**src/rtl/snd_host_port.sv**
```systemverilog
// snd_host_port: 68k-side sound mailbox initiator with command/reply FIFOs.
// Optional watchdog enabled by defining SND_HOST_TIMEOUT_EN.
module snd_host_port #(
    parameter int CMD_DEPTH   = 4,
    parameter int REP_DEPTH   = 4,
    parameter int SETUP_CYC   = 2,
    parameter int STROBE_CYC  = 8,
    parameter int RECOVER_CYC = 32,
    parameter int TIMEOUT_CYC = 65535
) (
    input  logic       clk100,
    input  logic       rst_b,
    input  logic [7:0] cmd_data,
    input  logic       cmd_valid,
    output logic       cmd_ready,
    output logic [7:0] rep_data,
    output logic       rep_valid,
    input  logic       rep_pop,
    output logic [7:0] Dout68k,
    input  logic [7:0] Din68k,
    output logic       SNDWR_b,
    output logic       SNDRD_b,
    input  logic       ctrl_SNDBUF,
    input  logic       SNDINT_b,
    output logic       busy,
    output logic       cmd_timeout,
    input  logic       err_clr
);

    localparam int CPW = $clog2(CMD_DEPTH);
    localparam int CCW = CPW + 1;
    localparam int RPW = $clog2(REP_DEPTH);
    localparam int RCW = RPW + 1;
    localparam int CW  = $clog2(SETUP_CYC + STROBE_CYC + RECOVER_CYC + 1);
    localparam int TW  = $clog2(TIMEOUT_CYC + 1);

    typedef enum logic [2:0] {
        S_IDLE,
        S_WR_SETUP,
        S_WR_STROBE,
        S_RD_STROBE,
        S_RECOVER
    } state_t;

    state_t          r_state;
    logic [CW-1:0]   r_cnt;
    logic [7:0]      r_dout;
    logic            r_wr_b;
    logic            r_rd_b;
    logic            r_busy;
    logic            r_buf_s1, r_buf_s2;
    logic            r_int_s1, r_int_s2;

    logic [7:0]      r_cmd_mem [CMD_DEPTH];
    logic [CPW-1:0]  r_cmd_wp, r_cmd_rp;
    logic [CCW-1:0]  r_cmd_cnt;
    logic            r_cmd_ready;

    logic [7:0]      r_rep_mem [REP_DEPTH];
    logic [RPW-1:0]  r_rep_wp, r_rep_rp;
    logic [RCW-1:0]  r_rep_cnt;
    logic            r_rep_valid;
    logic [7:0]      r_rep_data;

    logic            w_idle, w_rd_go, w_wr_go, w_flush;
    logic            w_end_setup, w_end_strobe, w_end_recover;
    logic            w_cmd_push, w_cmd_pop, w_rep_push, w_rep_pop;
    logic [CCW-1:0]  w_cmd_cnt_n;
    logic [RCW-1:0]  w_rep_cnt_n;
    logic [RPW-1:0]  w_rep_rp_n;
    logic [7:0]      w_rep_head_n;

    assign w_idle        = (r_state == S_IDLE);
    assign w_rd_go       = w_idle & ~r_int_s2 & (r_rep_cnt != RCW'(REP_DEPTH));
    assign w_wr_go       = w_idle & ~w_rd_go & (r_cmd_cnt != '0) & ~r_buf_s2;
    assign w_end_setup   = (r_cnt == CW'(SETUP_CYC - 1));
    assign w_end_strobe  = (r_cnt == CW'(STROBE_CYC - 1));
    assign w_end_recover = (r_cnt == CW'(RECOVER_CYC - 1));
    assign w_cmd_push    = cmd_valid & r_cmd_ready;
    assign w_cmd_pop     = w_wr_go;
    assign w_rep_push    = (r_state == S_RD_STROBE) & w_end_strobe;
    assign w_rep_pop     = rep_pop & r_rep_valid;
    assign w_rep_rp_n    = r_rep_rp + RPW'(w_rep_pop);
    assign w_rep_cnt_n   = r_rep_cnt + RCW'(w_rep_push) - RCW'(w_rep_pop);

    // Next command occupancy; a flush keeps only a same-cycle push
    always_comb begin
        w_cmd_cnt_n = r_cmd_cnt + CCW'(w_cmd_push) - CCW'(w_cmd_pop);
        if (w_flush) begin
            w_cmd_cnt_n = CCW'(w_cmd_push);
        end
    end

    // Head of reply FIFO after this cycle, bypassing a push into an emptied FIFO
    always_comb begin
        w_rep_head_n = r_rep_mem[w_rep_rp_n];
        if (w_rep_push && (r_rep_wp == w_rep_rp_n)) begin
            w_rep_head_n = Din68k;
        end
    end

    // Two-flop synchronizers for the 6502-side flags
    always_ff @(posedge clk100 or negedge rst_b) begin
        if (!rst_b) begin
            r_buf_s1 <= 1'b0;
            r_buf_s2 <= 1'b0;
            r_int_s1 <= 1'b1;
            r_int_s2 <= 1'b1;
        end else begin
            r_buf_s1 <= ctrl_SNDBUF;
            r_buf_s2 <= r_buf_s1;
            r_int_s1 <= SNDINT_b;
            r_int_s2 <= r_int_s1;
        end
    end

    // Command FIFO storage
    always_ff @(posedge clk100) begin
        if (w_cmd_push) begin
            r_cmd_mem[r_cmd_wp] <= cmd_data;
        end
    end

    // Command FIFO pointers, occupancy and registered ready
    always_ff @(posedge clk100 or negedge rst_b) begin
        if (!rst_b) begin
            r_cmd_wp    <= '0;
            r_cmd_rp    <= '0;
            r_cmd_cnt   <= '0;
            r_cmd_ready <= 1'b1;
        end else begin
            r_cmd_wp    <= r_cmd_wp + CPW'(w_cmd_push);
            r_cmd_rp    <= w_flush ? r_cmd_wp : r_cmd_rp + CPW'(w_cmd_pop);
            r_cmd_cnt   <= w_cmd_cnt_n;
            r_cmd_ready <= (w_cmd_cnt_n != CCW'(CMD_DEPTH));
        end
    end

    // Reply FIFO storage
    always_ff @(posedge clk100) begin
        if (w_rep_push) begin
            r_rep_mem[r_rep_wp] <= Din68k;
        end
    end

    // Reply FIFO pointers, occupancy and registered head/valid
    always_ff @(posedge clk100 or negedge rst_b) begin
        if (!rst_b) begin
            r_rep_wp    <= '0;
            r_rep_rp    <= '0;
            r_rep_cnt   <= '0;
            r_rep_valid <= 1'b0;
            r_rep_data  <= 8'h00;
        end else begin
            r_rep_wp    <= r_rep_wp + RPW'(w_rep_push);
            r_rep_rp    <= w_rep_rp_n;
            r_rep_cnt   <= w_rep_cnt_n;
            r_rep_valid <= (w_rep_cnt_n != '0);
            r_rep_data  <= w_rep_head_n;
        end
    end

    // Sequencer: reply-first arbitration, strobe timing and recovery
    always_ff @(posedge clk100 or negedge rst_b) begin
        if (!rst_b) begin
            r_state <= S_IDLE;
            r_cnt   <= '0;
            r_dout  <= 8'h00;
            r_wr_b  <= 1'b1;
            r_rd_b  <= 1'b1;
            r_busy  <= 1'b0;
        end else begin
            unique case (r_state)
                S_IDLE: begin
                    r_cnt <= '0;
                    if (w_rd_go) begin
                        r_state <= S_RD_STROBE;
                        r_rd_b  <= 1'b0;
                        r_busy  <= 1'b1;
                    end else if (w_wr_go) begin
                        r_state <= S_WR_SETUP;
                        r_dout  <= r_cmd_mem[r_cmd_rp];
                        r_busy  <= 1'b1;
                    end
                end
                S_WR_SETUP: begin
                    if (w_end_setup) begin
                        r_state <= S_WR_STROBE;
                        r_wr_b  <= 1'b0;
                        r_cnt   <= '0;
                    end else begin
                        r_cnt <= r_cnt + CW'(1);
                    end
                end
                S_WR_STROBE: begin
                    if (w_end_strobe) begin
                        r_state <= S_RECOVER;
                        r_wr_b  <= 1'b1;
                        r_cnt   <= '0;
                    end else begin
                        r_cnt <= r_cnt + CW'(1);
                    end
                end
                S_RD_STROBE: begin
                    if (w_end_strobe) begin
                        r_state <= S_RECOVER;
                        r_rd_b  <= 1'b1;
                        r_cnt   <= '0;
                    end else begin
                        r_cnt <= r_cnt + CW'(1);
                    end
                end
                S_RECOVER: begin
                    if (w_end_recover) begin
                        r_state <= S_IDLE;
                        r_busy  <= 1'b0;
                        r_cnt   <= '0;
                    end else begin
                        r_cnt <= r_cnt + CW'(1);
                    end
                end
                default: begin
                    r_state <= S_IDLE;
                    r_cnt   <= '0;
                    r_wr_b  <= 1'b1;
                    r_rd_b  <= 1'b1;
                    r_busy  <= 1'b0;
                end
            endcase
        end
    end

`ifdef SND_HOST_TIMEOUT_EN
    logic [TW-1:0] r_to_cnt;
    logic          r_timeout;
    logic          w_to_run, w_to_hit;

    assign w_to_run = w_idle & (r_cmd_cnt != '0) & r_buf_s2;
    assign w_to_hit = w_to_run & (r_to_cnt == TW'(TIMEOUT_CYC - 1));
    assign w_flush  = w_to_hit;

    // Watchdog on a command stuck behind an occupied latch; set beats clear
    always_ff @(posedge clk100 or negedge rst_b) begin
        if (!rst_b) begin
            r_to_cnt  <= '0;
            r_timeout <= 1'b0;
        end else begin
            if (!w_to_run || w_to_hit) begin
                r_to_cnt <= '0;
            end else begin
                r_to_cnt <= r_to_cnt + TW'(1);
            end
            if (w_to_hit) begin
                r_timeout <= 1'b1;
            end else if (err_clr) begin
                r_timeout <= 1'b0;
            end
        end
    end

    assign cmd_timeout = r_timeout;
`else
    logic [TW-1:0] w_unused_to;
    logic          w_unused_clr;

    assign w_unused_to  = '0;
    assign w_unused_clr = err_clr;
    assign w_flush      = 1'b0;
    assign cmd_timeout  = 1'b0;
`endif

    assign cmd_ready = r_cmd_ready;
    assign rep_data  = r_rep_data;
    assign rep_valid = r_rep_valid;
    assign Dout68k   = r_dout;
    assign SNDWR_b   = r_wr_b;
    assign SNDRD_b   = r_rd_b;
    assign busy      = r_busy;

endmodule

```
**config.mk**
```make
export PLATFORM = sky130hd
export DESIGN_NAME = snd_host_port
export DESIGN_NICKNAME = d
export VERILOG_FILES = /design/src/rtl/snd_host_port.sv
export SDC_FILE = /design/constraint.sdc
export NUM_CORES = 1
export LEC_CHECK = 0
export CAP_MARGIN = 20
export CORE_AREA = 3 3 109 85
export DETAILED_ROUTE_END_ITERATION = 8
export DIE_AREA = 0 0 112 88
export GPL_ROUTABILITY_DRIVEN = 0
export PLACE_DENSITY = 0.76
export SLEW_MARGIN = 20
export SYNTH_ARGS = -nofsm -noshare
export SYNTH_HDL_FRONTEND = slang
export SYNTH_SLANG_ARGS = --single-unit
```
**constraint.sdc**
```tcl
create_clock -name clk100 -period 6.47 [get_ports clk100]
set_clock_uncertainty 0.1 [all_clocks]
set_input_delay 1.294 -clock clk100 [delete_from_list [all_inputs] [get_ports clk100]]
set_output_delay 1.294 -clock clk100 [all_outputs]
set_load 0.02 [all_outputs]
```
### Yosys cells after proc, flatten, opt, wreduce, memory -nomap -nowiden

Memory sizes are Yosys's and may differ from the RTL's. A register that Yosys moved wholly into a read port is not among the register bits.
Index checks and enable logic that the tools add are counted.

| operators by class | value |
|---|---|
| eq/ne operators | 16 |
| bitwise gates (word level) | 14 |
| $add $sub $neg | 9 |
| reductions and logical operators | 14 |
| muxes and demuxes | 23 |

Operators by type and width:

| kind | number |
|---|---|
| 2-to-1 mux 6 bit | 3 |
| one-hot mux 6 bit (3 select lines) | 1 |
| 2-to-1 mux 3 bit | 5 |
| one-hot mux 3 bit (4 select lines) | 1 |
| AND reduction 3 bit | 4 |
| 2-to-1 mux 1 bit | 10 |
| one-hot mux 1 bit (3 select lines) | 3 |
| OR reduction 3 bit | 3 |
| adder 2 x 1 -> 2 bit | 4 |
| AND 1 bit | 8 |
| != test 2 bit (second input constant) | 4 |
| adder 3 x 1 -> 3 bit | 2 |
| adder 6 x 1 -> 6 bit (second input constant) | 1 |
| == test 3 x 2 -> 1 bit (second input constant) | 2 |
| == test 6 x 1 -> 1 bit (second input constant) | 1 |
| == test 6 x 3 -> 1 bit (second input constant) | 1 |
| == test 6 x 5 -> 1 bit (second input constant) | 1 |
| != test 3 bit (second input constant) | 2 |
| NOT 1 bit | 6 |
| nonzero test 3 bit | 2 |
| subtractor 3 x 1 -> 3 bit | 2 |
| != test 2 x 1 -> 1 bit (second input constant) | 2 |
| AND reduction 4 bit | 1 |
| == test 3 x 1 -> 1 bit (second input constant) | 1 |
| other kinds (5) | 6 |

| storage, ports and cells | value |
|---|---|
| RAM bits | 64 |
| register bits after elaboration | 32 |
| memories | 2 |
| output and inout port bits | 22 |
| word-level logic and storage cells | 95 |

Memory list:

| name | words | bits a word | read ports | clocked after memory_dff | write ports | RTL line | text |
|---|---|---|---|---|---|---|---|
| r_cmd_mem | 4 | 8 | 1 | 1 | 1 | 54 | `logic [7:0] r_cmd_mem [CMD_DEPTH];` |
| r_rep_mem | 4 | 8 | 1 | 1 | 1 | 59 | `logic [7:0] r_rep_mem [REP_DEPTH];` |

### Depth between registers and ports, before layout

| logic depth | value |
|---|---|
| depth after elaboration | 10 |
| gate-level depth with buffers | 11 |

### Least setup slack after synthesis

OpenSTA, ideal clock, no wires.

| timing path | value |
|---|---|
| kind | input to register |
| from | input port rep_pop |
| to | register r_rep_valid (netlist: rep_valid) |
| data arrival time | 2.854 ns |
| data required time | 6.239 ns |
| stages | 8 |
| path slack | 3.384 ns |
| path buffers | 0 |
| path through | and2_1 -> ha_1 -> inv_1 -> ha_1 -> fa_1 -> xor2_1 -> xnor2_1 -> or3_1 |

| between the ends | value |
|---|---|
| word-level cells in the longest chain between the ends | 3 |

RTL lines:

| element | RTL line | text |
|---|---|---|
| start, declared | 18 | `input logic rep_pop,` |
| AND 1 bit | 82 | `assign w_rep_pop = rep_pop & r_rep_valid;` |
| subtractor 3 x 1 -> 3 bit | 84 | `assign w_rep_cnt_n = r_rep_cnt + RCW'(w_rep_push) - RCW'(w_rep_pop);` |
| named net w_rep_cnt_n[2] | 69 | `logic [RCW-1:0] w_rep_cnt_n;` |
| nonzero test 3 bit | 158 | `r_rep_valid <= (w_rep_cnt_n != '0);` |
| end signal, assigned | 158 |  |
| end, declared | 62 | `logic r_rep_valid;` |

The timed path passes the listed nets, and every way through them passes these cells.
A chain may end at the register's enable or synchronous reset.

### Final worst setup path

| timing path | value |
|---|---|
| from | input port rep_pop |
| to | register r_rep_data[1] (netlist: rep_data[1]), read port of r_rep_mem |

| between the ends | value |
|---|---|
| word-level cells in the longest chain between the ends | 2 |

RTL lines:

| element | RTL line | text |
|---|---|---|
| AND 1 bit | 82 |  |
| adder 2 x 1 -> 2 bit | 83 | `assign w_rep_rp_n = r_rep_rp + RPW'(w_rep_pop);` |
| named net w_rep_rp_n[0] | 70 | `logic [RPW-1:0] w_rep_rp_n;` |
| end, declared | 63 | `logic [7:0] r_rep_data;` |

The timed path passes the listed nets, and every way through them passes these cells.

==> flow_summary.yaml <==
final_layout:
  final_nets: 346
  drive_gt1_frac: 0.199
  num_antenna_cells: 0
  final_cell_count_no_fill: 424
  seq_area_um2: 3130
  num-fill-cells: 580
  multi_input_area_um2: 1270
  final_area_um2: 5250
  syn2layout_area_growth_pct: 16.5
floorplanning:
  io_pins: 45
  die_x_um: 112
  fp.dieH_um: 88
  die-area_um2: 9860
  core-area_um2: 8310
  initial_core_util: 0.543
  rows: 29
global_route:
  grt_max_degree: 49
  track_usage: 0.165
  antenna_found_initial: 0
  grt_pass1_vias: 2423
  overflow: 0
  grt_pass1_wl_um: 12300
status:
  status: "finished, final reports clean"
clock_tree:
  cts_tree: "yes"
  cts.path.max_buffers: 2
  path_clk_slew_ns: 0.10
  cts-htree-levels: 3
  clk_latency_ns: 0.36
  post-cts-setup-buffers: 0
  cts-resized-gates: 0
  cts_made_buffers: 9
  cts-root-buf: "clkbuf_8"
  hold_buffers: 0
  clock-sinks: 112
synth:
  ys_seq_elements: 112
  syn_inst: 259
  synth_cell_type_count: 46
  netlist_top_cells_area: "edfxtp_1 (43%), dfrtp_1 (24%), mux4_2 (5.5%)"
  synth_edf_count: 64
  yosys_warnings: 0
  synth_most_common_cell: "edfxtp_1"
  synth_top_area_cell: "edfxtp_1"
  syn_area_um2: 4510
  synthFlopType: "edfxtp_1"
  async_flop_share: 0.429
  seq_area_frac_synth: 0.694
  synth_nets: 294
  syn_area_per_cell_um2: 17.4
  synthTopCellsByCount: "edfxtp_1 (64), dfrtp_1 (43), mux2_2 (16)"
  synth_top_area_frac: 0.426
worst_setup_path:
  path_cells: "clkdlybuf4s50_1 -> and2_1 -> ha_1 -> mux4_1 -> mux2_2"
  critPathMaxFanout: 10
  cp.arrival_ns: 3.43
  max_stage_delay_ns: 0.64
  startpoint_type: "input pin"
  slowest_stage: "ha_1"
  worstSetupPathType: "input pin to flop"
  end_kind: "flop"
  worstPathRequired_ns: 6.62
placement:
  portBuffers: 42
  numPlacedInstances: 408
  hpwl_um: 4810
  place_area_um2: 5050
  dp_slack_ns: 2.74
pwr:
  vdd_ir_drop_max_uv: 210
  p_per_area_nw_per_um2: 421
  p_leak_nw: 2.01
  p_total_w: 0.00221
worst_hold_path:
  worstHoldPathType: "flop to flop"
timing:
  min_period_over_period: 0.506
  drv_slew: 0
  worst_pin_slew_ns: 0.640
  fmax_mhz: 305
  fin_crit_ns: 3.27
  rsz0062_at_grt: "false"
  setup_viol: 0
  hold_viol_final: 0
  layout_setup_ws_ns: 3.20
  slew-limit-headroom: 0.573
  tns_ns: 0
route:
  wl_met1_um: 3380
  vias: 2286
  post-route-drc-count: 0
  ant_nets: 0
  drt-wirelength-per-cell_um: 17.3
  drt-vias-per-instance: 5.39
  wl_um: 7340
  dr.pass1.iters: 4
  maxUsedRoutingLayer: "met4"
  drt-initial-drc-count: 93
  wl_met3_um: 250
  wl_met2_um: 3630
flow_run:
  drv_cap: 0
-- cells in the final DEF, fill, tap and decap left out, drive strengths merged, types with 2 or more instances in the layout --
cell type / n
nand3: 5
mux2: 16
nand2: 6
mux4: 16
or3: 3
clkbuf: 9
edfxtp: 64
clkinv: 3
nor3: 7
clkdlybuf4s50: 41
xnor2: 7
nor2: 14
fa: 2
o21ai: 4
dfrtp: 43
dfstp: 5
a21oi: 3
inv: 16
and3: 2
xor2: 8
buf: 8
nor3b: 4
ha: 10
a31oi: 2
-- per-stage QoR --
| step | utilization | hold slack (ns) |
|---|---|---|
| 6_report | 0.632 | 0.257 |
| 5_1_grt | 0.632 | 0.279 |
| 4_1_cts | 0.632 | 0.259 |
| 3_5_place_dp | 0.608 | 0.236 |
| 3_3_place_gp | 0.608 | 0.233 |
| 2_1_floorplan | - | 0.231 |
-- cell families after synthesis --
family,Yosys count,synth area share
flops,112,0.694
buf+inv,21,0.0239
mux,32,0.124
compound gates,19,0.0311
fa+ha+maj,12,0.0366
xor+xnor,15,0.0333
other cells,1,0.000832
simple gates,47,0.0561
-- layer usage --
metal | vias up | GRT usage
met2 | 36 | 0.263
met5 | - | 0
met3 | 6 | 0.0442
li1 | 1075 | -
met1 | 1169 | 0.230
met4 | 0 | 0.0426
-- state kept, by name (all words and copies together) (netlist names), 2 cells and up --
register / flops
Dout68k: 8
r_cmd_cnt: 3
r_cmd_mem: 32
r_cmd_rp: 2
r_cmd_wp: 2
r_cnt: 6
r_rep_cnt: 3
r_rep_mem: 32
r_rep_rp: 2
r_rep_wp: 2
r_state: 3
rep_data: 8
-- worst max-delay path, delay by kind of cell --
kind / cells / cell delay, ns
buffers and inverters: 1 / 0.40
adders and majority gates: 1 / 0.64
muxes: 2 / 0.92
and+or+nand+nor: 1 / 0.17
-- path summary, 6_finish.rpt --
check | start | end | slack [ns] | cells after the start
worst max-delay path | rep_pop | rep_data[1] | 3.20 | 5
worst min-delay path | r_buf_s1 | r_buf_s2 | 0.26 | 0
worst max register to register | r_state[1] | rep_valid | 3.44 | 10
worst min register to register | r_buf_s1 | r_buf_s2 | 0.26 | 0
max in group asynchronous | rst_b | r_state[2] | 4.91 | 2
min in group asynchronous | rst_b | rep_data[7] | 0.93 | 2
-- report_power, final --
part	internal [W]	leakage (nW)	switching, W	total (W)
sequential	0.000931	1.15	0.000124	0.00106
combinational	0.000389	0.752	0.000352	0.000741
clock	0.000183	0.104	0.000230	0.000413
-- cell type report --
cell class / instances / area share
clock buffers: 9 / 0.0236
clock inverters: 7 / 0.0145
well taps: 108 / 0.0257
flip-flops and latches: 112 / 0.596
multi-input cells: 126 / 0.242
inverters: 13 / 0.00929
repair buffers: 49 / 0.0891
No activity file was read; power rests on OpenSTA's default activity.
